===== src/rtl/mem_native_pkg.sv =====
// Shared definitions for the native-bus master.
// Contents:
//   state_t    - FSM state of the master (IDLE, REQ, RSP)
//   WSTRB_READ - byte-enable value that marks a read
//   is_read()  - true when a byte-enable vector denotes a read
package mem_native_pkg;

   typedef enum logic [1:0] {
      IDLE = 2'd0,
      REQ  = 2'd1,
      RSP  = 2'd2
   } state_t;

   localparam logic [3:0] WSTRB_READ = 4'b0000;

   function automatic logic is_read(input logic [3:0] wstrb);
      return (wstrb == WSTRB_READ);
   endfunction

endpackage


===== src/rtl/sat_counter.sv =====
// Saturating up-counter used for transaction statistics.
// Ports:
//   clk    - clock
//   resetn - synchronous, active-low reset (count -> 0)
//   inc    - add one unless already at all-ones
//   clear  - synchronous clear, takes priority over inc
//   count  - current value
module sat_counter #(
   parameter int WIDTH = 16
) (
   input  logic             clk,
   input  logic             resetn,
   input  logic             inc,
   input  logic             clear,
   output logic [WIDTH-1:0] count
);

   always_ff @(posedge clk) begin
      if (!resetn || clear) begin
         count <= '0;
      end else if (inc && (count != '1)) begin
         count <= count + 1'b1;
      end
   end

endmodule


===== src/rtl/mem_native_master.sv =====
// Initiator for the PicoRV32 native memory interface. Accepts one command at
// a time on a valid/ready port, runs it as a single mem_valid/mem_ready
// transaction and returns read data or a timeout error on a response port.
// Ports:
//   clk, resetn                      - clock, synchronous active-low reset
//   cmd_valid/cmd_ready              - command handshake
//   cmd_instr/addr/wdata/wstrb       - command fields (wstrb==0 is a read)
//   rsp_valid/rsp_ready              - response handshake
//   rsp_rdata/rsp_err                - read data (0 for writes/errors), timeout flag
//   mem_valid/instr/addr/wdata/wstrb - native bus request (registered)
//   mem_ready/mem_rdata              - native bus completion and read data
//   txn_count/err_count              - saturating completed / timed-out counts
module mem_native_master
   import mem_native_pkg::*;
#(
   parameter int TIMEOUT = 1000,
   parameter int CNT_W   = 16
) (
   input  logic             clk,
   input  logic             resetn,
   input  logic             cmd_valid,
   output logic             cmd_ready,
   input  logic             cmd_instr,
   input  logic [31:0]      cmd_addr,
   input  logic [31:0]      cmd_wdata,
   input  logic [3:0]       cmd_wstrb,
   output logic             rsp_valid,
   input  logic             rsp_ready,
   output logic [31:0]      rsp_rdata,
   output logic             rsp_err,
   output logic             mem_valid,
   output logic             mem_instr,
   input  logic             mem_ready,
   output logic [31:0]      mem_addr,
   output logic [31:0]      mem_wdata,
   output logic [3:0]       mem_wstrb,
   input  logic [31:0]      mem_rdata,
   output logic [CNT_W-1:0] txn_count,
   output logic [CNT_W-1:0] err_count
);

   // The abort fires on the edge where the count would step from TIMEOUT-1
   // to TIMEOUT, so mem_valid is high for exactly TIMEOUT cycles.
   localparam logic [15:0] TMO_LAST = 16'(TIMEOUT - 1);

   state_t      state, state_n;
   logic [15:0] tcnt, tcnt_n;
   logic        mem_valid_n, mem_instr_n;
   logic [31:0] mem_addr_n, mem_wdata_n;
   logic [3:0]  mem_wstrb_n;
   logic        rsp_valid_n, rsp_err_n;
   logic [31:0] rsp_rdata_n;
   logic        txn_inc, err_inc;

   assign cmd_ready = (state == IDLE);

   always_comb begin
      state_n     = state;
      tcnt_n      = tcnt;
      mem_valid_n = mem_valid;
      mem_instr_n = mem_instr;
      mem_addr_n  = mem_addr;
      mem_wdata_n = mem_wdata;
      mem_wstrb_n = mem_wstrb;
      rsp_valid_n = rsp_valid;
      rsp_rdata_n = rsp_rdata;
      rsp_err_n   = rsp_err;
      txn_inc     = 1'b0;
      err_inc     = 1'b0;

      case (state)
         IDLE: begin
            if (cmd_valid) begin
               mem_valid_n = 1'b1;
               mem_instr_n = cmd_instr;
               mem_addr_n  = cmd_addr;
               mem_wdata_n = cmd_wdata;
               mem_wstrb_n = cmd_wstrb;
               state_n     = REQ;
            end
         end
         REQ: begin
            // Completion is checked first so a ready arriving on the
            // timeout edge still counts as a normal completion.
            if (mem_valid && mem_ready) begin
               mem_valid_n = 1'b0;
               rsp_rdata_n = is_read(mem_wstrb) ? mem_rdata : 32'h0;
               rsp_err_n   = 1'b0;
               rsp_valid_n = 1'b1;
               txn_inc     = 1'b1;
               state_n     = RSP;
            end else if (tcnt == TMO_LAST) begin
               tcnt_n      = tcnt + 16'd1;
               mem_valid_n = 1'b0;
               rsp_rdata_n = 32'h0;
               rsp_err_n   = 1'b1;
               rsp_valid_n = 1'b1;
               err_inc     = 1'b1;
               state_n     = RSP;
            end else begin
               tcnt_n = tcnt + 16'd1;
            end
         end
         RSP: begin
            // mem_ready is deliberately ignored here: a late responder after
            // an abort must not create a second response.
            if (rsp_ready) begin
               rsp_valid_n = 1'b0;
               tcnt_n      = 16'd0;
               state_n     = IDLE;
            end
         end
         default: begin
            state_n = IDLE;
         end
      endcase
   end

   always_ff @(posedge clk) begin
      if (!resetn) begin
         state     <= IDLE;
         tcnt      <= 16'd0;
         mem_valid <= 1'b0;
         mem_instr <= 1'b0;
         mem_addr  <= 32'h0;
         mem_wdata <= 32'h0;
         mem_wstrb <= 4'h0;
         rsp_valid <= 1'b0;
         rsp_rdata <= 32'h0;
         rsp_err   <= 1'b0;
      end else begin
         state     <= state_n;
         tcnt      <= tcnt_n;
         mem_valid <= mem_valid_n;
         mem_instr <= mem_instr_n;
         mem_addr  <= mem_addr_n;
         mem_wdata <= mem_wdata_n;
         mem_wstrb <= mem_wstrb_n;
         rsp_valid <= rsp_valid_n;
         rsp_rdata <= rsp_rdata_n;
         rsp_err   <= rsp_err_n;
      end
   end

   sat_counter #(.WIDTH(CNT_W)) u_txn_cnt (
      .clk    (clk),
      .resetn (resetn),
      .inc    (txn_inc),
      .clear  (1'b0),
      .count  (txn_count)
   );

   sat_counter #(.WIDTH(CNT_W)) u_err_cnt (
      .clk    (clk),
      .resetn (resetn),
      .inc    (err_inc),
      .clear  (1'b0),
      .count  (err_count)
   );

endmodule


===== config.mk =====
export PLATFORM = sky130hd
export DESIGN_NAME = mem_native_master
export DESIGN_NICKNAME = d
export VERILOG_FILES = /design/src/rtl/mem_native_pkg.sv /design/src/rtl/sat_counter.sv /design/src/rtl/mem_native_master.sv
export SDC_FILE = /design/constraint.sdc
export NUM_CORES = 1
export LEC_CHECK = 0
export ABC_AREA = 1
export CAP_MARGIN = 30
export CORE_MARGIN = 2
export CORE_UTILIZATION = 40
export DETAILED_ROUTE_END_ITERATION = 8
export GPL_TIMING_DRIVEN = 0
export PLACE_DENSITY = 0.74
export SYNTH_ARGS = -nofsm -noshare
export SYNTH_HDL_FRONTEND = slang
export SYNTH_SLANG_ARGS = --single-unit

===== constraint.sdc =====
create_clock -name clk -period 2.16 [get_ports clk]
set_clock_uncertainty 0.15 [all_clocks]
set_input_delay 0.648 -clock clk [delete_from_list [all_inputs] [get_ports clk]]
set_output_delay 0.648 -clock clk [all_outputs]
set_load 0.1 [all_outputs]

After elaboration in Yosys (flattened, before gate mapping)

Index checks and enable logic that the tools add are counted.

Bits in registers: 154
Bits in latches: 0
RAM bits: 0
Bits in read-only memories: 0
Input port bits: 106
Output and inout port bits: 137
Word-level logic and storage cells: 63
Memories kept: 0

$add $sub $neg: 3
$mul: 0
Divide/modulo/power cells: 0
Magnitude comparators: 0
Equality and inequality tests: 9
Shift-type cells: 0
Mux-type cells: 25
Bitwise operators: 0
Reduce and logical (&&, ||, !) cells: 14

Operator list:

| kind                                                   | number |
|---|---|
| two-way mux 32 bit                                     | 3 |
| adder 16 x 1 -> 16 bit (second input constant)         | 3 |
| two-way mux 16 bit                                     | 2 |
| != test 16 bit (second input constant)                 | 2 |
| case mux 16 bit (2 select lines)                       | 1 |
| equality test 16 x 10 -> 1 bit (second input constant) | 1 |
| two-way mux 1 bit                                      | 12 |
| AND reduction 3 bit                                    | 4 |
| two-way mux 2 bit                                      | 4 |
| != test 2 bit (second input constant)                  | 3 |
| case mux 2 bit (3 select lines)                        | 1 |
| nonzero test 2 bit                                     | 3 |
| zero test 4 bit                                        | 1 |
| case mux 1 bit (2 select lines)                        | 2 |
| AND reduction 2 bit                                    | 2 |
| logical AND 1 bit                                      | 3 |
| != test 3 bit (second input constant)                  | 1 |
| equality test 2 x 1 -> 1 bit (second input constant)   | 1 |
| equality test 2 bit (second input constant)            | 1 |
| zero test 2 bit                                        | 1 |

Longest topological paths before layout

Word-level depth: 5
Depth in mapped cells: 12
Gate-level depth less buffers: 11

Modules after synthesis

Synthesis repeated with hierarchy kept, for this count alone.

Cell total of the unflattened synthesis: 903
Area, all modules: 6,538.8 um^2

By module, submodules not included:

| module            | times used | cells each | area an instance (um^2) | seq. area each (um^2) |
|---|---|---|---|---|
| mem_native_master | 1          | 613        | 4,614.4                 | 2,442.3 |
| sat_counter       | 2          | 145        | 962.2                   | 320.3 |

Least setup slack after synthesis

No wires, ideal clock.

Path kind: flip-flop to flip-flop
From: reg state[0]
To: reg mem_addr[0]
Setup time: 0.065 ns
Data arrival time: 2.793 ns
Data required time: 1.945 ns
Path slack: -0.848 ns
Cell stages (with the launch flop): 8
Path buffers: 2
Period minus slack after synthesis: 3.008 ns
Cell sequence: dfxtp_1 nor2_1 nand2_1 inv_2 buf_2 buf_2 nor2_1 nor2_1

Cells in the longest elaborated chain, start to end: 2

Ends and longest elaborated chain:

| what                                 | RTL line                 | RTL |
|---|---|---|
| start, declared                      | mem_native_master.sv:46  | `state_t state, state_n;` |
| start signal, assigned               | mem_native_master.sv:132 | `state <= state_n;` |
| zero test 2 bit                      | n/a                      |  |
| named net cmd_ready                  | mem_native_master.sv:22  | `output logic cmd_ready,` |
| AND reduction 2 bit (no source line) | n/a                      |  |
| end signal, assigned                 | mem_native_master.sv:136 | `mem_addr <= mem_addr_n;` |
| end, declared                        | mem_native_master.sv:34  | `output logic [31:0] mem_addr,` |

The timed path passes the listed nets, and every way through them passes these cells.
A chain may end at the register's enable or synchronous reset.

Worst setup path in the final report

From: reg u_err_cnt.count[2]
To: out err_count[2]

RTL lines:

| what                   | RTL line                | RTL |
|---|---|---|
| start, declared        | sat_counter.sv:15       | `output logic [WIDTH-1:0] count` |
| start signal, assigned | sat_counter.sv:22       | `count <= count + 1'b1;` |
| end, declared          | mem_native_master.sv:39 | `output logic [CNT_W-1:0] err_count` |

No word-level cell between the ends.

==> out/qor.csv <==
metric,value,unit
die area,0.0167,sq mm
switching pwr,0.00255,W
row cnt,45,
All-Layer GR Usage,0.230,
status,completed,
footprint of the multi-input gates,0.00275,sq mm
pwr/cell area,814,mW/mm^2
largest net degree at the start of global routing,17,
Crit path max-delay family,buffers and inverters,
Max-Cap Viols,0,
Leakage,3.88,nW
switching share of power,0.327,
FF-to-FF Start,tcnt[0],
Pins Over Slew Limit,0,
sequential area share after synthesis,0.493,
Seq pwr share,0.392,
max incr delay on CP,0.55,ns
Placement Setup Slack,-0.395,ns
grt ovf,0,
Detail Route met3 WL,1.60,mm
# DRC,0,
Die H,129,um
GPL Wtd Cong,0.834,
Max H-tree Level,4,
Placed Cells incl. Taps,1331,
IO Pins,243,
clk sinks,154,
CTS Hold Bufs,0,
maximum clock rate,469,MHz
RSZ-0062 raised after global routing,yes,
critical path class,register to primary output,
first-pass GRT wire length,30.0,mm
nature of the critical path startpoint,register,
wire length on met2,9.38,mm
Int Power,0.00525,W
Critical Path Sink Type,primary output,
register area,0.00310,sq mm
Tcrit/Tclk final,0.988,
Starting Density,0.410,
Gate Count Post-Synth,873,
CTS tree,yes,
clk buf depth,2,
Final WS setup,0.0270,ns
Worst-Margin Slew,0.589,ns
HP Class,register to register,
CTS Buf Count,17,
CP Cell Sequence,clkdlybuf4s18_2,
slew margin rel.,0.607,
reg2reg end,rsp_rdata[12],
Final Net Count,1246,
Clk pwr share,0.382,
hold endpoint,rsp_rdata[24],
HP Start,rsp_rdata[24],
"antenna viol nets, final",0,
vias in the first global route,6019,
hold path depth,2,
buffers plus inverters on the worst setup path,1,
Comb power frac,0.225,
CTS root buffer,clkbuf_16,
number of port buffers,241,
final core utilization,0.628,
Core ar.,0.0153,sq mm
Initial DRC Count,379,
Finished Layout Cells,1361,
fillcell total,1401,
WP data arrival,1.34,ns
Synth-to-Final Area Change,53.1,%
clk_lat worst skew,0.42,ns
WL final,19.1,mm
final HPWL from detailed placement,14.3,mm
worst reg-to-reg setup slack,0.18,ns
crit-path max FO,5,
WP data required,1.36,ns
antenna violations before repair,0,
Synthesis Warnings,0,
Slowest cell on crit path,clkdlybuf4s18_2,
DR pass1 iterations,5,
Worst R2R Path Depth,11,
Yosys cell types,29,
Avg WL per Cell,14.0,um
Final min period,2.13,ns
mean cell area of the mapped netlist,7.17,sq um
Final setup viols,0,
post-synthesis net count,982,
Worst-path clk slew,0.06,ns
Vias/cell,4.77,
die span in x,129,um
final hold violation count,0,
synthesized flop and latch total,154,
via count,6488,
VDD IR max,0.618,mV
diode count,0,
top routing layer in use,met4,
WL met1,7.78,mm
mapped cell area,0.00626,sq mm
Total Power,0.00780,W
share of layout cells above drive strength 1,0.195,
==> cell usage after synthesis <==
master,count,area share
o211a_1,2,0.0032
nand3_1,40,0.032
or2_2,2,0.0020
buf_2,9,0.0072
o21ai_1,1,0.00080
nand2_2,4,0.0040
clkinv_1,2,0.0012
nor2_4,2,0.0036
a21oi_1,60,0.048
nor4_4,1,0.0034
nand2_1,174,0.10
nor3_1,14,0.011
buf_4,4,0.0048
nand4_1,6,0.0060
clkbuf_1,22,0.013
nor3b_1,1,0.0012
a2bb2oi_1,1,0.0014
xnor2_1,3,0.0042
nor2_2,2,0.0020
nor4_1,1,0.0010
o21ai_0,85,0.068
dfxtp_1,154,0.49
inv_2,2,0.0012
o221ai_1,1,0.0014
xor2_1,5,0.0070
nor2_1,208,0.12
inv_1,59,0.035
ha_1,3,0.0060
buf_6,5,0.0090
==> layer usage <==
metal  vias up  global-route usage
li1       3314                   -
met3        21              0.0875
met2       201               0.392
met4         0              0.0818
met5         -                   0
met1      2952               0.265
==> cell usage in the layout (no fill, tap or decap), types with 3 or more instances in the layout <==
cell	count
xor2_1	5
nand4_1	6
inv_1	59
nand2_1	173
nand3_1	39
buf_6	5
clkdlybuf4s50_1	104
dfxtp_1	137
a21oi_1	60
ha_1	3
clkinvlp_4	5
buf_4	8
buf_2	47
clkbuf_16	17
dfxtp_2	17
clkbuf_1	24
o21ai_0	85
clkdlybuf4s15_2	55
clkbuf_8	3
nand2_2	4
buf_16	6
nor2_1	206
nor2_4	4
clkdlybuf4s18_2	35
xnor2_1	3
nor3_1	14
==> cell families after synthesis <==
kind of cell | after synthesis | synth area share
AO/OA/AOI/OAI | 150 | 0.123
AND/OR/NAND/NOR | 455 | 0.295
flip-flops | 154 | 0.493
adder cells (fa/ha/maj) | 3 | 0.00600
XOR/XNOR | 8 | 0.0112
buffers and inverters | 103 | 0.0720
==> sequential cells by signal (all words and copies together), names as in the netlist <==
register         cells
tcnt                16
rsp_err              1
u_err_cnt.count     16
mem_instr            1
mem_addr            32
mem_wdata           32
u_txn_cnt.count     16
rsp_rdata           32
mem_wstrb            4
mem_valid            1
rsp_valid            1
state                2
==> per-stage QoR <==
stage / area (sq um) / hold slack, ns / TNS [ns]
floorplan: 6290 / 0.288 / 0
CTS: 9680 / 0.309 / 0
global placement: 8960 / 0.296 / -44.36
detailed placement: 9130 / 0.299 / -44.34
global route: 9580 / 0.325 / -0.0189
finish: 9580 / 0.307 / 0
==> final cells by class <==
| class | instances | share of cell area |
|---|---|---|
| sequential | 154 | 0.324 |
| multi-input combinational | 616 | 0.287 |
| buffer | 40 | 0.0223 |
| clock buffer | 22 | 0.0495 |
| clock inverter | 10 | 0.0123 |
| tap | 211 | 0.0275 |
| timing repair buffer | 245 | 0.252 |
| inverter | 63 | 0.0251 |
==> worst max path at each step <==
stage	slack [ns]	cells after the start	startpoint	endpoint
6_report	0.03	1	u_err_cnt.count[2]	err_count[2]
5_1_grt	-0.01	9	mem_ready	rsp_rdata[30]
4_1_cts	0.0003	1	u_txn_cnt.count[3]	txn_count[3]
3_5_place_dp	-0.40	9	mem_ready	tcnt[13]
3_3_place_gp	-0.42	9	mem_ready	tcnt[13]
2_1_floorplan	0.003	8	u_txn_cnt.count[14]	u_txn_cnt.count[1]
==> what timing repair did <==
item / 4_1_cts / 5_1_grt
setup endpoints to repair: 137 / 94
pin swaps: 0 / 3
buffers inserted: 0 / 3
resized for setup: 452 / 70
==> power by group through the flow <==
stage | Clock, W | Combinational [W] | Sequential, W
global placement | 0 | 0.00176 | 0.00311
finish | 0.00298 | 0.00176 | 0.00306
CTS | 0.00304 | 0.00177 | 0.00306
floorplan | 0 | 0.000308 | 0.00401
detailed placement | 0 | 0.00183 | 0.00311
global route | 0.00316 | 0.00185 | 0.00307
Note: power is estimated with default switching activity, not from simulation.
